[src/rtl/seg_to_bin_decoder.sv]
// Rebuilds a binary magnitude and sign from a digit-serial seven-segment bus, flagging illegal patterns.
// Optional SEG_ACTIVE_LOW_EN: treat seg_in as a common-anode (active-low) bus.
module seg_to_bin_decoder #(
    parameter int unsigned NUM_DIGITS = 2,
    parameter int unsigned OUT_W      = 7
) (
    input  logic             clk,
    input  logic             reset,
    input  logic             frame_start,
    input  logic             sign_in,
    input  logic [6:0]       seg_in,
    input  logic             digit_strobe,
    output logic [OUT_W-1:0] value_out,
    output logic             sign_out,
    output logic             out_valid,
    output logic             out_err
);

    localparam int unsigned CNT_W = $clog2(NUM_DIGITS + 1);
    localparam int unsigned DIG_W = 4;

    typedef enum logic [1:0] {
        ST_IDLE,
        ST_COLLECT,
        ST_DONE
    } state_t;

    state_t             state_q, state_d;
    logic [OUT_W-1:0]   acc_q, acc_d;
    logic [CNT_W-1:0]   cnt_q, cnt_d;
    logic               err_q, err_d;
    logic               fsign_q, fsign_d;
    logic [OUT_W-1:0]   value_q, value_d;
    logic               sign_out_q, sign_out_d;
    logic               out_valid_q, out_valid_d;
    logic               out_err_q, out_err_d;

    logic [6:0]         seg_c;
    logic [DIG_W-1:0]   digit_c;
    logic               digit_ok_c;

    // Normalise bus polarity so the decode table is always active-high.
`ifdef SEG_ACTIVE_LOW_EN
    assign seg_c = ~seg_in;
`else
    assign seg_c = seg_in;
`endif

    // Pattern to digit; anything outside the table decodes as 0 and is flagged.
    always_comb begin
        digit_c    = '0;
        digit_ok_c = 1'b1;
        case (seg_c)
            7'h7E:   digit_c = DIG_W'(0);
            7'h30:   digit_c = DIG_W'(1);
            7'h6D:   digit_c = DIG_W'(2);
            7'h79:   digit_c = DIG_W'(3);
            7'h33:   digit_c = DIG_W'(4);
            7'h5B:   digit_c = DIG_W'(5);
            7'h5F:   digit_c = DIG_W'(6);
            7'h70:   digit_c = DIG_W'(7);
            7'h7F:   digit_c = DIG_W'(8);
            7'h7B:   digit_c = DIG_W'(9);
            7'h00:   digit_c = DIG_W'(0);
            default: digit_ok_c = 1'b0;
        endcase
    end

    logic               open_c;
    logic [OUT_W-1:0]   acc_base_c;
    logic [CNT_W-1:0]   cnt_base_c;
    logic               err_base_c;
    logic               fsign_base_c;
    logic [OUT_W-1:0]   acc_step_c;
    logic [CNT_W-1:0]   cnt_step_c;
    logic               err_step_c;

    // Next state: frame_start wins over everything and may carry the first digit.
    always_comb begin
        state_d      = state_q;
        acc_d        = acc_q;
        cnt_d        = cnt_q;
        err_d        = err_q;
        fsign_d      = fsign_q;
        value_d      = value_q;
        sign_out_d   = sign_out_q;
        out_err_d    = out_err_q;
        out_valid_d  = 1'b0;

        open_c       = frame_start || (state_q == ST_COLLECT);
        acc_base_c   = frame_start ? '0 : acc_q;
        cnt_base_c   = frame_start ? '0 : cnt_q;
        err_base_c   = frame_start ? 1'b0 : err_q;
        fsign_base_c = frame_start ? sign_in : fsign_q;

        acc_step_c   = (acc_base_c << 3) + (acc_base_c << 1) + OUT_W'(digit_c);
        cnt_step_c   = cnt_base_c + CNT_W'(1);
        err_step_c   = err_base_c | ~digit_ok_c;

        if (frame_start) begin
            state_d = ST_COLLECT;
            acc_d   = '0;
            cnt_d   = '0;
            err_d   = 1'b0;
            fsign_d = sign_in;
        end else begin
            case (state_q)
                ST_DONE:    state_d = ST_IDLE;
                ST_COLLECT: state_d = ST_COLLECT;
                default:    state_d = ST_IDLE;
            endcase
        end

        if (open_c && digit_strobe) begin
            if (cnt_step_c == CNT_W'(NUM_DIGITS)) begin
                // Final digit: results are registered now so out_valid lines up with DONE.
                state_d     = ST_DONE;
                acc_d       = '0;
                cnt_d       = '0;
                err_d       = 1'b0;
                value_d     = err_step_c ? '0 : acc_step_c;
                sign_out_d  = fsign_base_c;
                out_err_d   = err_step_c;
                out_valid_d = 1'b1;
            end else begin
                acc_d = acc_step_c;
                cnt_d = cnt_step_c;
                err_d = err_step_c;
            end
        end
    end

    always_ff @(posedge clk or posedge reset) begin
        if (reset) begin
            state_q     <= ST_IDLE;
            acc_q       <= '0;
            cnt_q       <= '0;
            err_q       <= 1'b0;
            fsign_q     <= 1'b0;
            value_q     <= '0;
            sign_out_q  <= 1'b0;
            out_valid_q <= 1'b0;
            out_err_q   <= 1'b0;
        end else begin
            state_q     <= state_d;
            acc_q       <= acc_d;
            cnt_q       <= cnt_d;
            err_q       <= err_d;
            fsign_q     <= fsign_d;
            value_q     <= value_d;
            sign_out_q  <= sign_out_d;
            out_valid_q <= out_valid_d;
            out_err_q   <= out_err_d;
        end
    end

    assign value_out = value_q;
    assign sign_out  = sign_out_q;
    assign out_valid = out_valid_q;
    assign out_err   = out_err_q;

endmodule

[config.mk]
export PLATFORM = sky130hd
export DESIGN_NAME = seg_to_bin_decoder
export DESIGN_NICKNAME = d
export VERILOG_FILES = /design/src/rtl/seg_to_bin_decoder.sv
export SDC_FILE = /design/constraint.sdc
export NUM_CORES = 1
export LEC_CHECK = 0
export BUFFER_PORTS_ARGS = -buffer_cell sky130_fd_sc_hd__buf_2
export CORE_MARGIN = 10
export CORE_UTILIZATION = 42
export DETAILED_ROUTE_END_ITERATION = 6
export PLACE_DENSITY_LB_ADDON = 0.12
export SYNTH_ARGS = -nofsm -noshare
export SYNTH_HDL_FRONTEND = slang
export SYNTH_SLANG_ARGS = --single-unit
[constraint.sdc]
create_clock -name clk -period 4.1 [get_ports clk]
set_clock_uncertainty 0.2 [all_clocks]
set_input_delay 0.615 -clock clk [delete_from_list [all_inputs] [get_ports clk]]
set_output_delay 0.615 -clock clk [all_outputs]
set_load 0.1 [all_outputs]
==> results.json <==
{
  "cts_max_level": 1,
  "num_vias": 987,
  "drtIter0Drc": 27,
  "layout-drive-gt1-share_pct": 22.9,
  "row_count": 20,
  "nNetsFinal": 167,
  "multi_input_area_sq_um": 704,
  "holdWs_ns": 0.244,
  "synth_cell_type_count": 39,
  "seqCellArea_sq_um": 526,
  "critPathCaptureType": "flop",
  "fin_crit_sh_pct": 73.5,
  "cts_buffers": 3,
  "area_growth_syn_to_layout_pct": 11.6,
  "start_util_pct": 43.1,
  "core_area_sq_um": 3000,
  "max_slew_margin_pct": 47.2,
  "postCtsSetupBuffers": 0,
  "clock.fmax_ghz": 0.332,
  "ctsHoldBuffers": 0,
  "syn_area_per_cell_sq_um": 10.5,
  "routed.top_layer": "met4",
  "status": "completed",
  "synth_seq_cells": 21,
  "synth_area_sq_um": 1290,
  "clock-sinks": 21,
  "start_kind": "input port",
  "grt_setup_unrepaired": "no",
  "grt_pass1_wl_mm": 4.72,
  "grt_antenna_before_repair": 0,
  "drtAntennaViolNets": 0,
  "ir_drop_mv": 0.111,
  "drc_errors": 0,
  "dieArea_sq_um": 5700,
  "grt_overflow": 0,
  "io_pins": 22,
  "worst_slew_pin_slew_ns": 0.791,
  "grt_max_degree": 22,
  "hold_path_class": "reg2reg",
  "setup-tns-final_ns": 0,
  "die_h_um": 75.5,
  "n_antenna_cell": 0,
  "drv_slew": 0,
  "routedWlPerCell_um": 15.9,
  "crit_fanout": 7,
  "portBuffers": 21,
  "viasPerCell": 5.58,
  "gp_congestion": 0.849,
  "critPathRequiredTime_ns": 4.09,
  "cts_resized": 0,
  "drv_cap": 0,
  "fp.dieW_um": 75.5,
  "crit_type": "in2reg",
  "syn_nets": 145,
  "drt_first_pass_iters": 4,
  "yosysSeqAreaShare_pct": 40.6,
  "clk_path_buf_depth": 2,
  "wl_met3_um": 116,
  "grtUsageTotal_pct": 10.6,
  "place_hpwl_mm": 2.23,
  "fillers": 308,
  "cp.arrival_ns": 3.00,
  "power_density_nw_per_um2": 338,
  "met2_length_mm": 1.37,
  "insertion_delay_ns": 0.29,
  "clkTransAtPathRegs_ns": 0.12,
  "p_leak_nw": 0.745,
  "hold_violations": 0,
  "cts_root_buf": "clkbuf_4",
  "fin_crit_ns": 3.01,
  "drt-met1-wl_mm": 1.28,
  "cts_tree": "yes",
  "grt_pass1_vias": 1062,
  "ys_warn_count": 0,
  "drt_wl_total_mm": 2.81,
  "setup_viol": 0,
  "netlist_instances": 123
}
## final timing paths
| kind | start | to | slack [ns] | cells after the start |
|---|---|---|---|---|
| max in group asynchronous | reset | fsign_q | 2.96 | 2 |
| min in group asynchronous | reset | sign_out | 0.25 | 2 |
| max reg2reg | acc_q[0] | value_out[6] | 1.63 | 9 |
| min reg2reg | cnt_q[0] | cnt_q[1] | 0.24 | 1 |
| min | cnt_q[0] | cnt_q[1] | 0.24 | 1 |
| max | seg_in[2] | value_out[6] | 1.09 | 14 |
## logic make-up (layout without fill, tap and decap cells)
| kind of cell | after synthesis | in the layout | share of synthesized area, % |
|---|---|---|---|
| and+or+nand+nor | 38 | 38 | 16.8 |
| AOI/OAI and AO/OA | 30 | 30 | 20.3 |
| DFF | 21 | 21 | 40.6 |
| buffers and inverters | 15 | 36 | 4.93 |
| adders and majority gates | 10 | 10 | 10.8 |
| xor gates and xnor gates | 7 | 7 | 4.74 |
| muxes | 2 | 2 | 1.74 |
## sequential cells by signal, summed over array words and instances, names as in the netlist
register,count
sign_out,1
state_q,1
out_valid,1
value_out,7
err_q,1
out_err,1
cnt_q,2
fsign_q,1
acc_q,6
## synth_stat cells, drive strengths merged
cell type | n | area share (%)
a21oi | 4 | 1.5
a22oi | 1 | 0.58
xor2 | 3 | 2.0
nand4 | 1 | 0.48
xnor2 | 4 | 2.7
nor3 | 2 | 0.77
a211oi | 1 | 0.58
a22o | 8 | 5.4
buf | 4 | 1.7
fa | 2 | 3.1
nor2b | 9 | 4.5
and3 | 2 | 0.97
nor2 | 9 | 2.6
inv | 11 | 3.2
nand3 | 3 | 1.2
mux2 | 2 | 1.7
o21bai | 1 | 0.58
a21o | 3 | 1.7
nor4b | 2 | 1.8
o31ai | 1 | 0.97
dfrtp | 21 | 41
nand2 | 7 | 2.0
o21ai | 4 | 1.8
a32o | 1 | 0.77
ha | 8 | 7.7
a311oi | 1 | 0.68
nor4 | 1 | 0.48
nand4b | 1 | 1.2
o2bb2ai | 2 | 1.4
or4b | 1 | 0.77
a31oi | 2 | 2.1
a41oi | 1 | 2.1
## stage by stage
stage	utilization, %	worst slack [ns]	std cells	instance area, sq um	power, mW
2_1_floorplan	-	0.981	123	1290	0.363
3_3_place_gp	47.2	0.810	173	1420	0.393
3_5_place_dp	47.2	0.779	173	1420	0.396
4_1_cts	48.1	1.09	177	1440	0.492
5_1_grt	48.1	0.951	177	1440	0.512
6_report	48.1	1.09	177	1440	0.488
## report_power, final
group / internal (mW) / switching (mW)
sequential: 0.226 / 0.00671
clock: 0.0378 / 0.0600
combinational: 0.0332 / 0.125
## final cells by class
| cell class | count | area share (%) |
|---|---|---|
| clock buffer | 4 | 1.82 |
| sequential | 21 | 36.4 |
| inverter | 11 | 2.86 |
| tap | 33 | 2.86 |
| multi-input combinational | 87 | 48.8 |
| timing repair buffer | 21 | 7.28 |
## per-layer routing
layer  vias to the layer above  global-route usage (%)
li1                        481                       -
met1                       488                    11.7
met2                        16                    19.7
met3                         2                    2.21
met4                         0                    3.09
met5                         -                       0
## worst max-delay path: stages
cell and delay (ns):
buf_2 0.14, or4b_1 0.54, o21ai_2 0.10, a41oi_4 0.17, inv_1 0.08, ha_1 0.22, ha_1 0.21, inv_1 0.07
fa_1 0.20, inv_1 0.05, a21o_1 0.17, a21oi_1 0.17, xnor2_1 0.09, a22o_1 0.17
## placed cells by master, fill, tap and decap left out, types with 3 or more instances in the layout
| cell | n |
|---|---|
| a21o_1 | 3 |
| a21oi_1 | 4 |
| a22o_1 | 8 |
| buf_2 | 21 |
| clkbuf_4 | 3 |
| dfrtp_1 | 21 |
| ha_1 | 8 |
| inv_1 | 9 |
| nand2_1 | 7 |
| nand3_1 | 3 |
| nor2_1 | 9 |
| nor2b_1 | 8 |
| xnor2_1 | 4 |
| xor2_1 | 3 |
Note: power is estimated with default switching activity, not from simulation.
